<file path="src/rtl/ps2_kbd_tx.sv">
// Device-side PS/2 keyboard transmitter: sends one scan code as one 11-bit frame,
// or as the break prefix 0xF0 followed by the code for a release request.
module ps2_kbd_tx #(
    parameter int HALF = 2000,
    parameter int GAP  = 4000
) (
    input  logic       clk,
    input  logic       rst,
    input  logic [7:0] code,
    input  logic       isRelease,
    input  logic       send_valid,
    output logic       send_ready,
    output logic       done,
    output logic       ps2_clk,
    output logic       ps2_data
);

    localparam int HW = (HALF > 1) ? $clog2(HALF) : 1;
    localparam int GW = (GAP > 1) ? $clog2(GAP) : 1;

    typedef enum logic [1:0] {S_IDLE, S_FRAME, S_GAP} state_t;

    state_t         state_q, state_n;
    logic [HW-1:0]  half_q, half_n;
    logic [3:0]     bit_q, bit_n;
    logic [GW-1:0]  gap_q, gap_n;
    logic           low_q, low_n;
    logic           pre_q, pre_n;
    logic           clk_q, clk_n;
    logic           data_q, data_n;
    logic           ready_q, ready_n;
    logic           done_q, done_n;
    logic [7:0]     tx_byte_q, tx_byte_n;
    logic [7:0]     code_q, code_n;

    // Bit idx of an 11-bit frame: start, eight data bits LSB first, odd parity, stop.
    function automatic logic frame_bit(input logic [3:0] idx, input logic [7:0] b);
        logic v;
        case (idx)
            4'd0:    v = 1'b0;
            4'd9:    v = ~^b;
            4'd10:   v = 1'b1;
            default: v = b[3'(idx - 4'd1)];
        endcase
        return v;
    endfunction

    always_comb begin
        state_n   = state_q;
        half_n    = half_q;
        bit_n     = bit_q;
        gap_n     = gap_q;
        low_n     = low_q;
        pre_n     = pre_q;
        clk_n     = clk_q;
        data_n    = data_q;
        done_n    = 1'b0;
        tx_byte_n = tx_byte_q;
        code_n    = code_q;

        case (state_q)
            S_IDLE: begin
                if (send_valid && ready_q) begin
                    code_n    = code;
                    tx_byte_n = isRelease ? 8'hF0 : code;
                    pre_n     = isRelease;
                    state_n   = S_FRAME;
                    half_n    = '0;
                    bit_n     = 4'd0;
                    low_n     = 1'b0;
                    clk_n     = 1'b1;
                    data_n    = 1'b0;
                end
            end
            S_FRAME: begin
                if (half_q == HW'(HALF - 1)) begin
                    half_n = '0;
                    if (!low_q) begin
                        low_n = 1'b1;
                        clk_n = 1'b0;
                    end else begin
                        low_n = 1'b0;
                        clk_n = 1'b1;
                        if (bit_q == 4'd10) begin
                            state_n = S_GAP;
                            gap_n   = '0;
                            data_n  = 1'b1;
                        end else begin
                            bit_n  = bit_q + 4'd1;
                            data_n = frame_bit(bit_q + 4'd1, tx_byte_q);
                        end
                    end
                end else begin
                    half_n = half_q + HW'(1);
                end
            end
            S_GAP: begin
                if (gap_q == GW'(GAP - 1)) begin
                    gap_n = '0;
                    // The break prefix has gone out; the real code follows after the idle gap.
                    if (pre_q) begin
                        pre_n     = 1'b0;
                        tx_byte_n = code_q;
                        state_n   = S_FRAME;
                        half_n    = '0;
                        bit_n     = 4'd0;
                        low_n     = 1'b0;
                        data_n    = 1'b0;
                    end else begin
                        state_n = S_IDLE;
                        done_n  = 1'b1;
                    end
                end else begin
                    gap_n = gap_q + GW'(1);
                end
            end
            default: state_n = S_IDLE;
        endcase

        ready_n = (state_n == S_IDLE);
    end

    always_ff @(posedge clk) begin
        if (rst) begin
            state_q <= S_IDLE;
            half_q  <= '0;
            bit_q   <= 4'd0;
            gap_q   <= '0;
            low_q   <= 1'b0;
            pre_q   <= 1'b0;
            clk_q   <= 1'b1;
            data_q  <= 1'b1;
            ready_q <= 1'b1;
            done_q  <= 1'b0;
        end else begin
            state_q <= state_n;
            half_q  <= half_n;
            bit_q   <= bit_n;
            gap_q   <= gap_n;
            low_q   <= low_n;
            pre_q   <= pre_n;
            clk_q   <= clk_n;
            data_q  <= data_n;
            ready_q <= ready_n;
            done_q  <= done_n;
        end
    end

    always_ff @(posedge clk) begin
        tx_byte_q <= tx_byte_n;
        code_q    <= code_n;
    end

    assign send_ready = ready_q;
    assign done       = done_q;
    assign ps2_clk    = clk_q;
    assign ps2_data   = data_q;

endmodule
</file>
<file path="config.mk">
export PLATFORM = sky130hd
export DESIGN_NAME = ps2_kbd_tx
export DESIGN_NICKNAME = d
export VERILOG_FILES = /design/src/rtl/ps2_kbd_tx.sv
export SDC_FILE = /design/constraint.sdc
export NUM_CORES = 1
export LEC_CHECK = 0
export ABC_AREA = 1
export CAP_MARGIN = 10
export CORE_MARGIN = 2
export CORE_UTILIZATION = 40
export CTS_CLUSTER_SIZE = 16
export DETAILED_ROUTE_END_ITERATION = 12
export SETUP_SLACK_MARGIN = 0.15
export SYNTH_ARGS = -nofsm -noshare
export SYNTH_HDL_FRONTEND = slang
export SYNTH_SLANG_ARGS = --single-unit
</file>
<file path="constraint.sdc">
create_clock -name clk -period 2.5 [get_ports clk]
set_input_delay 0.375 -clock clk [delete_from_list [all_inputs] [get_ports clk]]
set_output_delay 0.375 -clock clk [all_outputs]
set_load 0.03 [all_outputs]
</file>
==> flow_metrics.env <==
export IMPL_synth_top_cell_area_share=0.236
export IMPL_ys_flop_type="dfxtp_1"
export IMPL_synth_xor_area_frac=0.0148
export IMPL_r2r_end="gap_q[5]"
export IMPL_syn_avg_cell_area_um2=7.00
export IMPL_post_dp_cell_area_um2=3210
export IMPL_setup_tns_ps=0
export IMPL_setup_viol=0
export IMPL_power_density_nw_per_um2=536
export IMPL_max_cap_viol_count=0
export IMPL_crit_type="reg -> reg"
export IMPL_worstPathRequired_ps=2700
export IMPL_rsz0062_at_grt="false"
export IMPL_leakagePower_nw=1.32
export IMPL_drt_first_pass_iters=4
export IMPL_maxClockFrequency_ghz=0.551
export IMPL_whs_endpoint="pre_q"
export IMPL_worstHoldStart="pre_q"
export IMPL_async_flop_share=0
export IMPL_gp_congestion=0.843
export IMPL_muxShareOfSynthArea=0
export IMPL_ys_ff_latch=51
export IMPL_slew_headroom=0.741
export IMPL_io_pins=16
export IMPL_grt_pass1_vias=2348
export IMPL_fin_ws_ps=686
export IMPL_cp_end_kind="flop"
export IMPL_port_buffer_count=15
export IMPL_layout_commonest_cell="nand2_1"
export IMPL_synthCells=423
export IMPL_mostFrequentLayoutCells="141 x nand2_1, 42 x inv_1, 41 x nor2_1, 35 x dfxtp_1, 25 x a21oi_1"
export IMPL_grt_ovfl_total=0
export IMPL_nets=459
export IMPL_syn_to_final_growth_pct=11.7
export IMPL_design_area_um2=3310
export IMPL_drc=0
export IMPL_cts_hold_buf=0
export IMPL_syn_cell_area_um2=2960
export IMPL_antenna_cells=0
export IMPL_place_ws_ps=603
export IMPL_timing_rr_start="half_q[0]"
export IMPL_cts_sinks=51
export IMPL_synthAdderAreaFrac=0.0296
export IMPL_ff2ff_path_depth=10
export IMPL_fin_skew_ps=12.4
export IMPL_synth_compound_area_frac=0.0967
export IMPL_netlist_top_cells_area="dfxtp_1 24%, nand2_1 18%, edfxtp_1 16%"
export IMPL_antenna_found_initial=0
export IMPL_syn_nets=442
export IMPL_final_layout_size_suffix_gt1_frac=0.0862
export IMPL_maxSlewViolCount=0
export IMPL_die_w_um=90.1
export IMPL_fp_dieH_um=90.1
export IMPL_synth_top_area_cell="dfxtp_1"
export IMPL_hold_path_class="reg -> reg"
export IMPL_synth_warnings=0
export IMPL_switchingPower_w=0.000546
export IMPL_layout_min_cycle_time_ps=1810
export IMPL_grt_pass1_wl_mm=10.7
export IMPL_vdd_drop_max_mv=0.274
export IMPL_regToRegSetupSlack_ps=690
export IMPL_htree_levels=2
export IMPL_pwr_share_clk=0.293
export IMPL_tightest_slew_ps=387
export IMPL_start_util=0.411
export IMPL_die_area_um2=8110
export IMPL_wl_per_cell_um=11.3
export IMPL_post_cts_buffers=0
export IMPL_outcome="complete, no violations"
export IMPL_p_comb_frac=0.177
export IMPL_hold_viol_final=0
export IMPL_grt_max_degree=29
export IMPL_swShare=0.308
export IMPL_vias=2594
export IMPL_cts_tree="built"
export IMPL_yosys_area_share_simple=0.382
export IMPL_cts_buffer_depth=2
export IMPL_drt_iter0_drc=122
export IMPL_p_int_w=0.00123
export IMPL_ant_nets=0
export IMPL_hold_depth=2
export IMPL_synth_edff_count=16
export IMPL_numCtsBuffers=5
export IMPL_synth_seq_area_share=0.399
export IMPL_finalCritPeriodShare=0.726
export IMPL_cts_clk_slew_worst_paths_ps=100
export IMPL_grtUsageTotal=0.157
export IMPL_arrival_ps=2010
export IMPL_synth_top_family_by_area="simple AND/OR/NAND/NOR gates"
export IMPL_critPathLaunchType="flop"
export IMPL_cts_root_buf="clkbuf_8"
export IMPL_drt_total_wl_mm=6.10
export IMPL_rows=31
export IMPL_hpwl_mm=4.48
export IMPL_design_core_area_um2=7210
export IMPL_clock_latency_ps=320
export IMPL_cts_resized=0
export IMPL_post_drt_via_cell_ratio=4.80
export IMPL_crit_path_max_fanout=12
export IMPL_seq_power_share=0.530
export IMPL_synth_distinct_cells=37
==> final cells by class <==
| cell class | instances | area (um^2) |
|---|---|---|
| Multi-Input combinational cell | 317 | 1550 |
| Sequential cell | 51 | 1180 |
| Clock buffer | 5 | 68.8 |
| Inverter | 45 | 171 |
| Fill cell | 747 | 3910 |
| Timing Repair Buffer | 20 | 188 |
| Clock inverter | 3 | 26.3 |
| Tap cell | 99 | 124 |
==> how the worst max path moves through the flow <==
stage	startpoint	slack [ps]	cells after the start	to
after CTS	half_q[0]	660	10	gap_q[5]
final	half_q[0]	690	10	gap_q[5]
after floorplan	gap_q[0]	740	7	tx_byte_q[0]
after global routing	half_q[0]	450	10	gap_q[6]
after detailed placement	send_valid	600	10	half_q[8]
after global placement	send_valid	640	10	half_q[8]
==> critical path, stage by stage, from the launching register on <==
cell and delay [ps]:
dfxtp_1 410, ha_1 240, nand2_1 90, nor2_2 160, nand3_2 140, nand2_2 130
inv_2 80, nor2_4 100, nand2_2 170, nand2_1 110, a21oi_1 60
==> metal layers <==
layer | wire length, um | global-route usage | vias to the layer above | part of all wire
met4 | 69 | 0.0410 | 0 | 0.011
met2 | 2620 | 0.242 | 28 | 0.43
met5 | 0 | 0 | - | 0
li1 | - | - | 1407 | -
met1 | 3230 | 0.226 | 1153 | 0.53
met3 | 177 | 0.0293 | 6 | 0.029
==> logic make-up (layout without fill, tap and decap cells) <==
kind of cell	after synthesis	after routing
AOI/OAI and AO/OA	54	54
xor gates and xnor gates	5	5
DFF	51	51
and+or+nand+nor	251	251
buffers and inverters	55	73
adders and majority gates	7	7
==> through the flow <==
step	utilization	std cells	total power (W)	hold WS (ps)
final	0.459	540	0.00177	469
after floorplan	-	423	0.00118	437
after detailed placement	0.446	532	0.00127	458
after CTS	0.459	540	0.00179	474
after global placement	0.446	532	0.00127	451
after global routing	0.459	540	0.00187	507
==> sequential cells by signal, indices dropped and copies added (netlist names) <==
register and cells:
tx_byte_q 8, ps2_clk 1, low_q 1, done 1, state_q 2, bit_q 4
half_q 11, gap_q 12, ps2_data 1, send_ready 1, code_q 8, pre_q 1
==> cells in the mapped netlist (3+ instances only) <==
master / instances
edfxtp_1: 16
or2_2: 5
inv_1: 42
nand4_1: 15
nand3b_1: 3
o21ai_0: 20
nor2_4: 3
clkbuf_1: 3
nor3_1: 8
a21oi_1: 25
nand2_2: 5
xnor2_1: 3
nand2_1: 141
nor2_1: 41
dfxtp_1: 35
nand3_1: 21
nand3_2: 3
ha_1: 7
buf_2: 3
==> power groups by stage <==
| stage | clock, W | sequential [W] | combinational (W) |
|---|---|---|---|
| floorplan | 0 | 0.000963 | 0.000217 |
| global placement | 0 | 0.000958 | 0.000312 |
| global route | 0.000556 | 0.000946 | 0.000366 |
| CTS | 0.000534 | 0.000940 | 0.000317 |
| detailed placement | 0 | 0.000959 | 0.000315 |
| finish | 0.000519 | 0.000940 | 0.000314 |
No activity file was read; power rests on OpenSTA's default activity.
